--- config.mk ---
export PLATFORM = sky130hd
export DESIGN_NAME = sdram_port_arbiter
export DESIGN_NICKNAME = d
export VERILOG_FILES = /design/src/rtl/sdram_arb_pkg.sv /design/src/rtl/sdram_arb_tag_fifo.sv /design/src/rtl/sdram_port_arbiter.sv
export SDC_FILE = /design/constraint.sdc
export NUM_CORES = 1
export LEC_CHECK = 0
export ABC_CLOCK_PERIOD_IN_PS = 5700
export CAP_MARGIN = 20
export CORE_AREA = 2 2 143 145
export CTS_BUF_LIST = sky130_fd_sc_hd__clkbuf_4 sky130_fd_sc_hd__clkbuf_8
export CTS_CLUSTER_DIAMETER = 50
export DETAILED_ROUTE_END_ITERATION = 7
export DIE_AREA = 0 0 145 147
export PLACE_DENSITY = 0.7
export SYNTH_ARGS = -nofsm -noshare
export SYNTH_HDL_FRONTEND = slang
export SYNTH_HIERARCHICAL = 1
export SYNTH_SLANG_ARGS = --single-unit
--- constraint.sdc ---
create_clock -name clk -period 5.7 [get_ports clk]
set_input_delay 1.14 -clock clk [delete_from_list [all_inputs] [get_ports clk]]
set_output_delay 1.14 -clock clk [all_outputs]
set_load 0.01 [all_outputs]
--- src/rtl/sdram_arb_pkg.sv ---
// Shared constants and FSM encoding for the SDRAM port arbiter.
package sdram_arb_pkg;

    localparam int ADDR_W        = 25;
    localparam int DATA_W        = 32;
    localparam int DEF_NUM_PORTS = 4;

    typedef enum logic {
        ARB    = 1'b0,
        SETTLE = 1'b1
    } arb_state_e;

    function automatic int idx_w(input int n);
        return (n > 1) ? $clog2(n) : 1;
    endfunction

endpackage

--- src/rtl/sdram_arb_tag_fifo.sv ---
// Small synchronous FIFO holding the port index of each outstanding read.
// Push and pop may coincide, including when full.
module sdram_arb_tag_fifo #(
    parameter int DEPTH = 2,
    parameter int WIDTH = 2
) (
    input  logic             clk,
    input  logic             rst_n,
    input  logic             push_i,
    input  logic [WIDTH-1:0] din_i,
    input  logic             pop_i,
    output logic [WIDTH-1:0] head_o,
    output logic             full_o,
    output logic             empty_o
);
    localparam int PTR_W = (DEPTH > 1) ? $clog2(DEPTH) : 1;

    logic [WIDTH-1:0] mem_q [DEPTH];
    logic [PTR_W-1:0] wr_q, rd_q;
    logic [PTR_W:0]   cnt_q;
    logic             do_push, do_pop;

    function automatic logic [PTR_W-1:0] ptr_inc(input logic [PTR_W-1:0] p);
        return (p == PTR_W'(DEPTH - 1)) ? '0 : p + 1'b1;
    endfunction

    assign full_o  = (cnt_q == (PTR_W+1)'(DEPTH));
    assign empty_o = (cnt_q == '0);
    assign head_o  = mem_q[rd_q];
    assign do_pop  = pop_i && !empty_o;
    // When full, the popped slot is the one being overwritten, so a paired push is safe.
    assign do_push = push_i && (!full_o || do_pop);

    always_ff @(posedge clk or negedge rst_n) begin
        if (!rst_n) begin
            wr_q  <= '0;
            rd_q  <= '0;
            cnt_q <= '0;
            for (int i = 0; i < DEPTH; i++) mem_q[i] <= '0;
        end else begin
            if (do_push) begin
                mem_q[wr_q] <= din_i;
                wr_q        <= ptr_inc(wr_q);
            end
            if (do_pop) rd_q <= ptr_inc(rd_q);
            if (do_push && !do_pop)      cnt_q <= cnt_q + 1'b1;
            else if (do_pop && !do_push) cnt_q <= cnt_q - 1'b1;
        end
    end

endmodule

--- src/rtl/sdram_port_arbiter.sv ---
// Round-robin arbiter sharing one SDRAM controller port among NUM_PORTS requesters.
// Define SDRAM_ARB_PRIO0_EN to give port 0 absolute priority over the round-robin ports.
module sdram_port_arbiter
    import sdram_arb_pkg::*;
#(
    parameter int NUM_PORTS = DEF_NUM_PORTS,
    parameter int TAG_DEPTH = 2
) (
    input  logic                        clk,
    input  logic                        rst_n,
    input  logic [NUM_PORTS-1:0]        p_req,
    input  logic [NUM_PORTS-1:0]        p_rw,
    input  logic [NUM_PORTS*ADDR_W-1:0] p_addr,
    input  logic [NUM_PORTS*DATA_W-1:0] p_wdata,
    output logic [NUM_PORTS-1:0]        p_ack,
    output logic [DATA_W-1:0]           p_rdata,
    output logic [NUM_PORTS-1:0]        p_rvalid,
    output logic [ADDR_W-1:0]           mem_addr,
    output logic                        mem_rw,
    output logic [DATA_W-1:0]           mem_wdata,
    output logic                        mem_in_valid,
    input  logic                        mem_busy,
    input  logic [DATA_W-1:0]           mem_rdata,
    input  logic                        mem_out_valid,
    output logic                        tag_err
);
    localparam int PORT_W = idx_w(NUM_PORTS);

    arb_state_e           state_q, state_d;
    logic [PORT_W-1:0]    rr_q, rr_d;
    logic [ADDR_W-1:0]    addr_q, addr_d;
    logic                 rw_q, rw_d;
    logic [DATA_W-1:0]    wdata_q, wdata_d;
    logic                 in_valid_q, in_valid_d;
    logic [NUM_PORTS-1:0] ack_q, ack_d;
    logic [DATA_W-1:0]    rdata_q, rdata_d;
    logic [NUM_PORTS-1:0] rvalid_q, rvalid_d;
    logic                 terr_q, terr_d;

    logic [NUM_PORTS-1:0] elig;
    logic                 found, prio_hit;
    logic [PORT_W-1:0]    win;
    logic [PORT_W:0]      cand;
    logic                 push, pop;
    logic [PORT_W-1:0]    fifo_head;
    logic                 fifo_full, fifo_empty;

    sdram_arb_tag_fifo #(
        .DEPTH (TAG_DEPTH),
        .WIDTH (PORT_W)
    ) u_tag_fifo (
        .clk     (clk),
        .rst_n   (rst_n),
        .push_i  (push),
        .din_i   (win),
        .pop_i   (pop),
        .head_o  (fifo_head),
        .full_o  (fifo_full),
        .empty_o (fifo_empty)
    );

    // Reads need a free tag slot; writes are always eligible.
    always_comb begin
        elig     = p_req & (p_rw | {NUM_PORTS{!fifo_full}});
        found    = 1'b0;
        win      = '0;
        cand     = '0;
        prio_hit = 1'b0;
        for (int k = 0; k < NUM_PORTS; k++) begin
            cand = {1'b0, rr_q} + (PORT_W+1)'(k);
            if (cand >= (PORT_W+1)'(NUM_PORTS)) cand = cand - (PORT_W+1)'(NUM_PORTS);
            if (!found && elig[cand[PORT_W-1:0]]) begin
                found = 1'b1;
                win   = cand[PORT_W-1:0];
            end
        end
`ifdef SDRAM_ARB_PRIO0_EN
        if (elig[0]) begin
            found    = 1'b1;
            win      = '0;
            prio_hit = 1'b1;
        end
`endif
    end

    always_comb begin
        state_d    = state_q;
        rr_d       = rr_q;
        addr_d     = addr_q;
        rw_d       = rw_q;
        wdata_d    = wdata_q;
        in_valid_d = 1'b0;
        ack_d      = '0;
        push       = 1'b0;
        case (state_q)
            ARB: begin
                if (!mem_busy && found) begin
                    addr_d     = p_addr[win*ADDR_W +: ADDR_W];
                    rw_d       = p_rw[win];
                    wdata_d    = p_wdata[win*DATA_W +: DATA_W];
                    in_valid_d = 1'b1;
                    ack_d[win] = 1'b1;
                    push       = !p_rw[win];
                    if (!prio_hit)
                        rr_d = (win == PORT_W'(NUM_PORTS - 1)) ? '0 : win + 1'b1;
                    state_d = SETTLE;
                end
            end
            // Controller busy lags its accept by a cycle; hold off one cycle.
            SETTLE:  state_d = ARB;
            default: state_d = ARB;
        endcase
    end

    always_comb begin
        rdata_d  = rdata_q;
        rvalid_d = '0;
        terr_d   = terr_q;
        pop      = 1'b0;
        if (mem_out_valid) begin
            rdata_d = mem_rdata;
            if (fifo_empty) begin
                terr_d = 1'b1;
            end else begin
                pop                 = 1'b1;
                rvalid_d[fifo_head] = 1'b1;
            end
        end
    end

    always_ff @(posedge clk or negedge rst_n) begin
        if (!rst_n) begin
            state_q    <= ARB;
            rr_q       <= '0;
            addr_q     <= '0;
            rw_q       <= 1'b0;
            wdata_q    <= '0;
            in_valid_q <= 1'b0;
            ack_q      <= '0;
            rdata_q    <= '0;
            rvalid_q   <= '0;
            terr_q     <= 1'b0;
        end else begin
            state_q    <= state_d;
            rr_q       <= rr_d;
            addr_q     <= addr_d;
            rw_q       <= rw_d;
            wdata_q    <= wdata_d;
            in_valid_q <= in_valid_d;
            ack_q      <= ack_d;
            rdata_q    <= rdata_d;
            rvalid_q   <= rvalid_d;
            terr_q     <= terr_d;
        end
    end

    assign p_ack        = ack_q;
    assign p_rdata      = rdata_q;
    assign p_rvalid     = rvalid_q;
    assign mem_addr     = addr_q;
    assign mem_rw       = rw_q;
    assign mem_wdata    = wdata_q;
    assign mem_in_valid = in_valid_q;
    assign tag_err      = terr_q;

endmodule

==> results.py <==
metrics = {
    "run_status": {
        "status": "completed",
    },
    "sta": {
        "setup_tns_ns": 0,
        "tightest_slew_ns": 1.01,
        "final.setup.worst_slack_ns": 2.04,
        "fmax_mhz": 273,
        "fin_crit_ns": 3.66,
        "rsz0062_at_grt": "no",
        "hold_violations": 0,
        "skew_ns": 0.0138,
        "fin_crit_sh_pct": 64.2,
        "drv_slew": 0,
        "slew_headroom_pct": 32.5,
        "worst_hold_slack_ns": 0.479,
        "setup_viol": 0,
    },
    "logic_synthesis": {
        "synth_edf_count": 0,
        "netlist_instances": 494,
        "synth_commonest_cells": "110 x dfrtp_1, 95 x mux2_2, 58 x a21oi_1, 57 x mux2i_1, 30 x o22ai_2",
        "avgSynthCellArea_um2": 12.2,
        "ys_top_cells_by_area": "dfrtp_1 46%, mux2_2 18%, mux2i_1 9.5%",
        "ys_warn_count": 6,
        "synth_top_area_cell": "dfrtp_1",
        "synth_cell_types": 46,
        "synthMostInstantiatedCell": "dfrtp_1",
        "ys_ff_latch": 110,
        "yosys.area.top_type_share_pct": 45.8,
        "synth_ff_type": "dfrtp_1",
        "synthArstFlopShare_pct": 100,
        "syn_area_um2": 6020,
        "syn-num-nets": 771,
        "ys_seq_area_share_pct": 45.8,
    },
    "clocking": {
        "htree_levels": 3,
        "cts_tree": "yes",
        "cts_resized": 0,
        "clockBufferDepth": 2,
        "post-cts-setup-buffer-count": 0,
        "cts.sinks": 110,
        "clkSlewWorstSetupHoldPaths_ns": 0.11,
        "cts_buffers": 9,
        "holdBufCountCts": 0,
        "insertion_delay_ns": 0.39,
        "cts-root-buf": "clkbuf_8",
    },
    "setup_path": {
        "worstPathArrival_ns": 3.89,
        "crit_fanout": 47,
        "r2r_cells": 12,
        "cp-end-kind": "flip-flop",
        "cp-start-kind": "input pin",
        "path_class": "in -> reg",
        "required_ns": 5.94,
    },
    "floorplan": {
        "initial_utilization_pct": 30.3,
        "die_h_um": 147,
        "placementRows": 52,
        "die_area_um2": 21300,
        "die_w_um": 145,
        "io_pins": 372,
        "coreArea_um2": 19800,
    },
    "place": {
        "port_buffers": 371,
        "hpwl_mm": 16.0,
        "dp_slack_ns": 1.65,
        "gp_congestion": 0.877,
    },
    "grt": {
        "grt_pass1_vias": 5784,
        "grt_pass1_wl_mm": 33.3,
        "grt_overflow": 0,
        "grt_use_total_pct": 19.9,
        "antenna_found_initial": 3,
        "grt_max_degree": 71,
    },
    "route": {
        "wl_per_cell_um": 19.2,
        "viasPerCell": 4.86,
        "wl_mm": 21.6,
        "drc": 0,
        "drtIter0Drc": 146,
        "num_vias": 5457,
        "drtPass1Iterations": 4,
        "drt.antenna.violating_nets": 0,
    },
    "hold_path": {
        "min_path_type": "reg -> reg",
        "hold_depth": 1,
    },
    "cells_and_area": {
        "fillCellCount": 1791,
        "utilization_pct": 51.1,
        "area_growth_syn_to_layout_pct": 68.7,
        "layout-drive-gt1-share_pct": 19.0,
        "nNetsFinal": 1123,
    },
    "pwr": {
        "leakage_uw": 0.00400,
        "peakVddDrop_v": 0.000183,
        "fin_total_pwr_uw": 3980,
        "p_per_area_nw_per_um2": 392,
    },
    "run": {
        "cap_violations": 0,
    },
}
## critical path, stage by stage
cell and delay (ns):
clkdlybuf4s50_1 0.51, and2b_1 0.22, a311oi_1 0.30, o2111a_4 0.44
buf_4 0.63, mux2_2 0.41, o22ai_1 0.14, a21oi_1 0.07
## routing by layer
metal  global-route usage, %  routed length [um]  vias to the layer above
met5                       0                  12                        -
met4                    5.10                 342                        2
met3                    8.88                2320                       23
met2                    32.6               10200                      268
met1                    24.0                8700                     2615
li1                        -                   -                     2549
## power by group
group	switching (uW)	leakage (uW)	internal (uW)	total, uW
registers	182	0.00126	1060	1240
logic	953	0.00261	1210	2170
clock network	312	0.000120	260	572
total	1450	0.00400	2530	3980
## cells by family (layout without fill, tap and decap cells)
group	after synthesis	after routing	share of synthesized area, %
adder cells (fa/ha/maj)	5	5	1.04
AO/OA/AOI/OAI	137	137	16.4
AND/OR/NAND/NOR	40	40	4.24
XOR/XNOR	5	5	0.728
buffers and inverters	45	402	4.56
other	0	2	0
multiplexers	152	152	27.3
flip-flops	110	110	45.8
## path summary, 6_finish.rpt
path / from / endpoint / slack (ns)
worst max-delay path: p_rw[1] / mem_wdata[13]$_DFFE_PN0P_ / 2.04
worst min-delay path: tag_err$_DFFE_PN0P_ / tag_err$_DFFE_PN0P_ / 0.48
worst max register to register: u_tag_fifo/cnt_q[0]$_DFFE_PN0P_ / u_tag_fifo/cnt_q[1]$_DFFE_PN0P_ / 2.54
worst min register to register: tag_err$_DFFE_PN0P_ / tag_err$_DFFE_PN0P_ / 0.48
max in group asynchronous: rst_n / p_rdata[28]$_DFFE_PN0P_ / 3.65
min in group asynchronous: rst_n / p_rdata[24]$_DFFE_PN0P_ / 0.87
## per-stage QoR
stage | area (um^2) | std cells
final | 10100 | 1123
after floorplan | 6020 | 494
after CTS | 10100 | 1121
after detailed placement | 9910 | 1105
after global routing | 10100 | 1122
after global placement | 9910 | 1105
## placed cells by master, fill, tap and decap left out, types with 2 or more instances in the layout
master,instances
clkdlybuf4s50_1,370
dfrtp_1,110
mux2_2,95
a21oi_1,58
mux2i_1,57
o22ai_2,30
o22ai_1,27
clkbuf_8,9
buf_4,9
o21ai_0,8
inv_1,7
nor2_1,6
nand2_1,5
ha_1,5
and2_1,4
nor2b_1,3
and3_1,3
inv_8,3
xor2_1,3
diode_2,2
nand4_1,2
or2_2,2
nand3_1,2
a31oi_1,2
bufinv_16,2
and2b_2,2
nor3b_2,2
xnor2_1,2
## layout make-up
| type | count | area, um^2 | share of cell area (%) |
|---|---|---|---|
| antenna | 2 | 5.00 | 0.0493 |
| clock buffer | 9 | 124 | 1.22 |
| clock inverter | 7 | 111 | 1.10 |
| inverter | 7 | 26.3 | 0.259 |
| multi-input combinational | 339 | 3020 | 29.8 |
| sequential | 110 | 2750 | 27.1 |
| tap | 270 | 338 | 3.33 |
| timing repair buffer | 379 | 3770 | 37.2 |
## registers in the layout, indices dropped and copies added (netlist names)
register	count
u_tag_fifo/wr_q	1
mem_rw	1
tag_err	1
p_ack	4
u_tag_fifo/mem_q	4
p_rvalid	4
mem_addr	25
mem_in_valid	1
p_rdata	32
rr_q	2
u_tag_fifo/rd_q	1
mem_wdata	32
u_tag_fifo/cnt_q	2
(Power assumes the default switching activity.)
